`src/rtl/bin_count_ctrl.sv`:
```
// rtl/bin_count_ctrl.sv - run/pause/step controller for the LED binary-number display
// Owns the tick prescaler, the 4-bit displayed count and the heartbeat toggle.
module bin_count_ctrl #(
    parameter int TICK_BASE = 200000000,
    parameter int PRE_W     = 28
) (
    input  logic       clk,
    input  logic       rst_n,
    input  logic       start_pulse,
    input  logic       stop_pulse,
    input  logic       step_pulse,
    input  logic       clear_pulse,
    input  logic       dir,
    input  logic [1:0] speed,
    output logic [3:0] num,
    output logic       tick,
    output logic       led_clk,
    output logic [1:0] state
);

    typedef enum logic [1:0] {
        S_IDLE  = 2'b00,
        S_RUN   = 2'b01,
        S_PAUSE = 2'b10,
        S_STEP  = 2'b11
    } state_t;

    // One extra bit so TICK_BASE == 2^PRE_W still fits.
    localparam logic [PRE_W:0] BASE = (PRE_W+1)'(TICK_BASE);

    state_t           cur;
    logic [PRE_W-1:0] pre;
    logic [PRE_W:0]   period;
    logic [PRE_W:0]   period_m1;
    logic             terminal;
    logic [3:0]       num_next;

    // >= rather than == so a speed increase mid-count fires on the next edge.
    always_comb begin
        period    = BASE >> speed;
        period_m1 = period - (PRE_W+1)'(1);
        terminal  = ({1'b0, pre} >= period_m1);
        num_next  = dir ? (num + 4'd1) : (num - 4'd1);
    end

    assign state = cur;

    always_ff @(posedge clk or negedge rst_n) begin
        if (!rst_n) begin
            cur     <= S_IDLE;
            pre     <= '0;
            num     <= 4'd0;
            tick    <= 1'b0;
            led_clk <= 1'b0;
        end else begin
            tick <= 1'b0;
            if (clear_pulse) begin
                cur     <= S_IDLE;
                pre     <= '0;
                num     <= 4'd0;
                led_clk <= 1'b0;
            end else begin
                case (cur)
                    S_IDLE: begin
                        pre <= '0;
                        if (stop_pulse) begin
                            cur <= S_IDLE;
                        end else if (start_pulse) begin
                            cur <= S_RUN;
                        end else if (step_pulse) begin
                            num     <= num_next;
                            led_clk <= ~led_clk;
                            tick    <= 1'b1;
                            cur     <= S_STEP;
                        end
                    end
                    S_RUN: begin
                        if (stop_pulse) begin
                            cur <= S_PAUSE;
                        end else if (terminal) begin
                            pre     <= '0;
                            num     <= num_next;
                            led_clk <= ~led_clk;
                            tick    <= 1'b1;
                        end else begin
                            pre <= pre + PRE_W'(1);
                        end
                    end
                    S_PAUSE: begin
                        // Prescaler keeps its value so a resume finishes the interrupted period.
                        if (stop_pulse) begin
                            cur <= S_PAUSE;
                        end else if (start_pulse) begin
                            cur <= S_RUN;
                        end else if (step_pulse) begin
                            num     <= num_next;
                            led_clk <= ~led_clk;
                            tick    <= 1'b1;
                            cur     <= S_STEP;
                        end
                    end
                    S_STEP: begin
                        cur <= S_PAUSE;
                    end
                endcase
            end
        end
    end

endmodule

```
`config.mk`:
```
export PLATFORM = sky130hd
export DESIGN_NAME = bin_count_ctrl
export DESIGN_NICKNAME = d
export VERILOG_FILES = /design/src/rtl/bin_count_ctrl.sv
export SDC_FILE = /design/constraint.sdc
export NUM_CORES = 1
export LEC_CHECK = 0
export BUFFER_PORTS_ARGS = -buffer_cell sky130_fd_sc_hd__buf_2
export CAP_MARGIN = 20
export CORE_MARGIN = 2
export CORE_UTILIZATION = 55
export CTS_CLUSTER_SIZE = 12
export DETAILED_ROUTE_END_ITERATION = 10
export HOLD_SLACK_MARGIN = 0.02
export PLACE_DENSITY_LB_ADDON = 0.15
export SYNTH_ARGS = -nofsm -noshare
export SYNTH_HDL_FRONTEND = slang
export SYNTH_SLANG_ARGS = --single-unit
```
`constraint.sdc`:
```
create_clock -name clk -period 2.75 [get_ports clk]
set_clock_uncertainty 0.2 [all_clocks]
set_input_delay 0.55 -clock clk [delete_from_list [all_inputs] [get_ports clk]]
set_output_delay 0.55 -clock clk [all_outputs]
set_load 0.1 [all_outputs]
```
# Yosys cells after proc, flatten, opt, wreduce, memory -nomap -nowiden
# Cells that the tools add are included.
# word_totals
register_bits,36
inputBits,9
# classes
n_addsub,4
magnitude_cmp,1
eq_ne,9
n_shift,1
mux,33
bitwise_logic,1
reduce_logical,6
# op_table
op,n
28-bit two-way mux,3
28-bit case mux with 2 select lines,1
28-bit by 29-bit greater-or-equal comparator with 1-bit output,1
28-bit by 2-bit >> shifter with 29-bit output (first input constant),1
29-bit by 1-bit subtractor with 29-bit output (second input constant),1
28-bit by 1-bit adder with 28-bit output (second input constant),1
4-bit two-way mux,7
1-bit two-way mux,12
2-bit two-way mux,6
3-bit inequality test (second input constant),3
2-bit case mux with 4 select lines,1
4-bit case mux with 2 select lines,1
3-bit by 2-bit inequality test with 1-bit output (second input constant),2
6-bit AND reduction,1
3-bit nonzero test,2
4-bit by 1-bit adder with 4-bit output (second input constant),1
2-bit equality test (second input constant),2
1-bit case mux with 2 select lines,2
4-bit by 1-bit subtractor with 4-bit output (second input constant),1
3-bit by 1-bit inequality test with 1-bit output (second input constant),1
2-bit by 1-bit equality test with 1-bit output (second input constant),1
2-bit logical NOT,1
2-bit AND reduction,1
2-bit OR reduction,1
1-bit NOT,1

# Longest topological paths before layout
# logic_depth
ltp_word,7
depth_mapped,13
ltp_nobuf,11

# Least setup slack after synthesis
# No wires, ideal clock.
# synth_path
path_type,input to register
start,input speed[1]
end,register num[3]
arrival_time_ps,2333
required_ps,2422
setup_slack_ps,89
stages,10
path_buffers,0
cell_sequence,nor2_1 -> inv_1 -> ha_1 -> nand4_1 -> and4bb_2 -> a31oi_1 -> a21oi_1 -> nor3_2 -> a211oi_1 -> mux2_1
# synth_between
elab_chain_len,5
# synth_rtl
element,line_no,source
"start, declared",14,"input logic [1:0] speed,"
28-bit by 2-bit >> shifter with 29-bit output,40,period = BASE >> speed;
29-bit by 1-bit subtractor with 29-bit output,41,period_m1 = period - (PRE_W+1)'(1);
28-bit by 29-bit greater-or-equal comparator with 1-bit output,42,"terminal = ({1'b0, pre} >= period_m1);"
3-bit inequality test (no source line),--,
6-bit AND reduction (no source line),--,
"end signal, assigned",71,num <= num_next;
"end signal, assigned",82,num <= num_next;
"end signal, assigned",96,num <= num_next;
"end, declared",15,"output logic [3:0] num,"
# No other way between the ends.
# A chain may end at the register's enable or synchronous reset.

# Worst setup path after layout
# layout_path
start,input speed[1]
end,register pre[14]
# layout_between
elab_chain_len,7
# layout_rtl
element,line_no,source
28-bit by 2-bit >> shifter with 29-bit output,40,
29-bit by 1-bit subtractor with 29-bit output,41,
28-bit by 29-bit greater-or-equal comparator with 1-bit output,42,
28-bit two-way mux,80,end else if (terminal) begin
28-bit two-way mux,78,if (stop_pulse) begin
28-bit case mux with 2 select lines,63,case (cur)
28-bit two-way mux,57,if (clear_pulse) begin
"end signal, assigned",86,pre <= pre + PRE_W'(1);
"end, declared",32,logic [PRE_W-1:0] pre;
# No other way between the ends. The select of a mux whose other input is x is not followed.

==> impl_metrics.json <==
{
  "gr-total-overflow": 0,
  "synth_area_leaders": "dfrtp_1, ha_1, xor2_1",
  "stdcell_area_mm2": 0.00279,
  "critical-path-top-delay-family": "simple AND/OR/NAND/NOR gates",
  "synth_edf_count": 0,
  "via_per_inst": 5.51,
  "avgSynthCellArea_um2": 9.07,
  "place_ws_ns": -0.205,
  "worstPathArrival_ns": 2.64,
  "p_clk_frac": 0.352,
  "max_stage_delay_ns": 0.32,
  "n_antenna_cell": 0,
  "first_pass_iters": 4,
  "powerDensity_mw_per_mm2": 413,
  "worstSetupPathType": "input pin to register",
  "min_path_type": "input pin to async pin",
  "crit_chain": "buf_2, nor2_1, inv_1, ha_1, nand4_1, and4bb_2, a31oi_1, a21oi_2, nor3_4, buf_4, nor2_1, buf_12, nor2_1",
  "dp.cells": 343,
  "coreArea_mm2": 0.00429,
  "route.detailed.drc": 0,
  "period_share": 0.971,
  "cts-root-buf": "clkbuf_8",
  "hpwl_mm": 3.55,
  "pwr-share-comb": 0.172,
  "crit_top_cell": "nor2_1",
  "synthArstFlopShare": 1.00,
  "drtAntennaViolNets": 0,
  "timing.rr.end": "pre[14]",
  "htreeDepth": 2,
  "cp_num_buf_inv": 4,
  "worst_slew_pin_slew_ns": 0.817,
  "grt_max_degree": 37,
  "clock-sinks": 36,
  "ios": 17,
  "post_drt_wl_per_cell_um": 13.9,
  "ys_seq_area_frac": 0.373,
  "crit_required_ns": 2.72,
  "setup_ws_ns": 0.0787,
  "setup_violations": 0,
  "grt_use_total": 0.214,
  "row_count": 24,
  "syn_inst": 266,
  "synth_flop_cell": "dfrtp_1",
  "multi_input_area_mm2": 0.00147,
  "r2r_slack_ns": 0.22,
  "dieArea_mm2": 0.00493,
  "drtIter0Drc": 64,
  "yosysTopAreaCellShare": 0.373,
  "synth_seq_cells": 36,
  "critPathMaxFanout": 21,
  "switchingPower_uw": 329,
  "cap_violations": 0,
  "cts_setup_buffers": 0,
  "drive_gt1_frac": 0.191,
  "maxSlewHeadroom": 0.456,
  "switching_share": 0.286,
  "grt_pass1_wl_mm": 8.37,
  "cts_max_path_buffers": 2,
  "grt_pass1_vias": 1784,
  "numPortBuffers": 16,
  "initial_utilization": 0.562,
  "synthTopCellsByCount": "nor2_1, dfrtp_1, nand2_1, ha_1, xor2_1",
  "cts_tree": "built",
  "vias": 1929,
  "fmax_mhz": 374,
  "syn_area_mm2": 0.00241,
  "startpoint": "speed[1]",
  "hold_viol_final": 0,
  "synth_most_common_cell": "nor2_1",
  "slew_viol_final": 0,
  "p_int_uw": 823,
  "globalplace.congestion": 0.869,
  "clock_latency_ns": 0.29,
  "status": "completed",
  "die_w_um": 70.2,
  "slowest_stage": "and4bb_2",
  "reg2regPathDepth": 10,
  "ys_warn_count": 0,
  "yosysTopAreaCell": "dfrtp_1",
  "route.final.wire_length_mm": 4.87,
  "fill_cells": 361,
  "path_clk_slew_ns": 0.07,
  "leakagePower_uw": 0.00139,
  "cp-end-kind": "register",
  "ir_drop_v": 0.000260,
  "finalCriticalPeriod_ns": 2.67,
  "synth_cell_types": 45,
  "antenna_found_initial": 0,
  "area_growth_pct": 15.5,
  "dpl_cell_area_mm2": 0.00266,
  "cts_made_buffers": 5,
  "regArea_um2": 901,
  "instances_no_fill": 350,
  "rsz0062_at_grt": "yes",
  "nNetsFinal": 331,
  "die_h_um": 70.2,
  "power_frac_seq": 0.476,
  "total_power_uw": 1150,
  "critPathLaunchType": "input pin",
  "timing.rr.start": "pre[8]"
}
[power by group through the flow]
stage	Combinational, uW	Clock [uW]	Sequential (uW)
after floorplan	77.7	0	615
after global placement	195	0	558
after detailed placement	197	0	558
after CTS	197	411	549
after global routing	218	426	551
final	198	405	549
[registers in the layout, summed over array words and instances, names as in the netlist]
| signal | count |
|---|---|
| pre | 28 |
| tick | 1 |
| state | 2 |
| led_clk | 1 |
| num | 4 |
[cells in the final DEF, fill, tap and decap left out, drive strengths merged, types with 2 or more instances in the layout]
cell,n
a22o,3
o31a,2
nor3,8
nand2,25
inv,10
dfrtp,36
ha,23
buf,32
xnor2,6
and3,5
nand2b,2
xor2,17
nor2,40
a21o,7
a211oi,2
and2,2
nor2b,6
a21oi,12
conb,3
o21ai,6
nand3,16
clkbuf,7
mux2,4
and4,3
o2111ai,2
nand4,6
[logic make-up after synthesis]
kind of cell | share of synthesized area
xor gates and xnor gates | 0.0835
adders and majority gates | 0.128
DFF | 0.373
and+or+nand+nor | 0.249
muxes | 0.0187
buffers and inverters | 0.0301
other | 0.00311
AOI/OAI and AO/OA | 0.115
[layer usage]
metal,part of all wire,track usage,vias to the layer above
li1,-,-,983
met1,0.50,0.304,924
met2,0.46,0.335,17
met3,0.024,0.0433,5
met4,0.012,0.0577,0
met5,0,0,-
[through the flow]
stage                     utilization  hold WS (ns)  setup TNS, ns
after detailed placement        0.619         0.326          -4.72
after global placement          0.619         0.318          -4.28
final                           0.649         0.145              0
after global routing            0.649         0.220         -0.650
after CTS                       0.642         0.183              0
after floorplan                     -        0.0544              0
[worst max path at each step]
stage / end / slack [ns] / cells after the start
after floorplan: num[3] / 0.09 / 10
after global placement: led_clk / -0.20 / 13
after detailed placement: led_clk / -0.20 / 13
after CTS: led_clk / 0.09 / 13
after global routing: pre[27] / -0.04 / 15
final: pre[14] / 0.08 / 13
[final cells by class]
type | count | area share
clock buffers | 7 | 0.0346
well taps | 52 | 0.0233
repair buffers | 32 | 0.0763
inverters | 10 | 0.0135
flip-flops and latches | 36 | 0.323
multi-input cells | 213 | 0.529
[repair_timing]
item | in CTS | in global routing
setup endpoints to repair | 0 | 31
resized for setup | 0 | 9
hold buffers | 0 | 0
(Power assumes the default switching activity.)
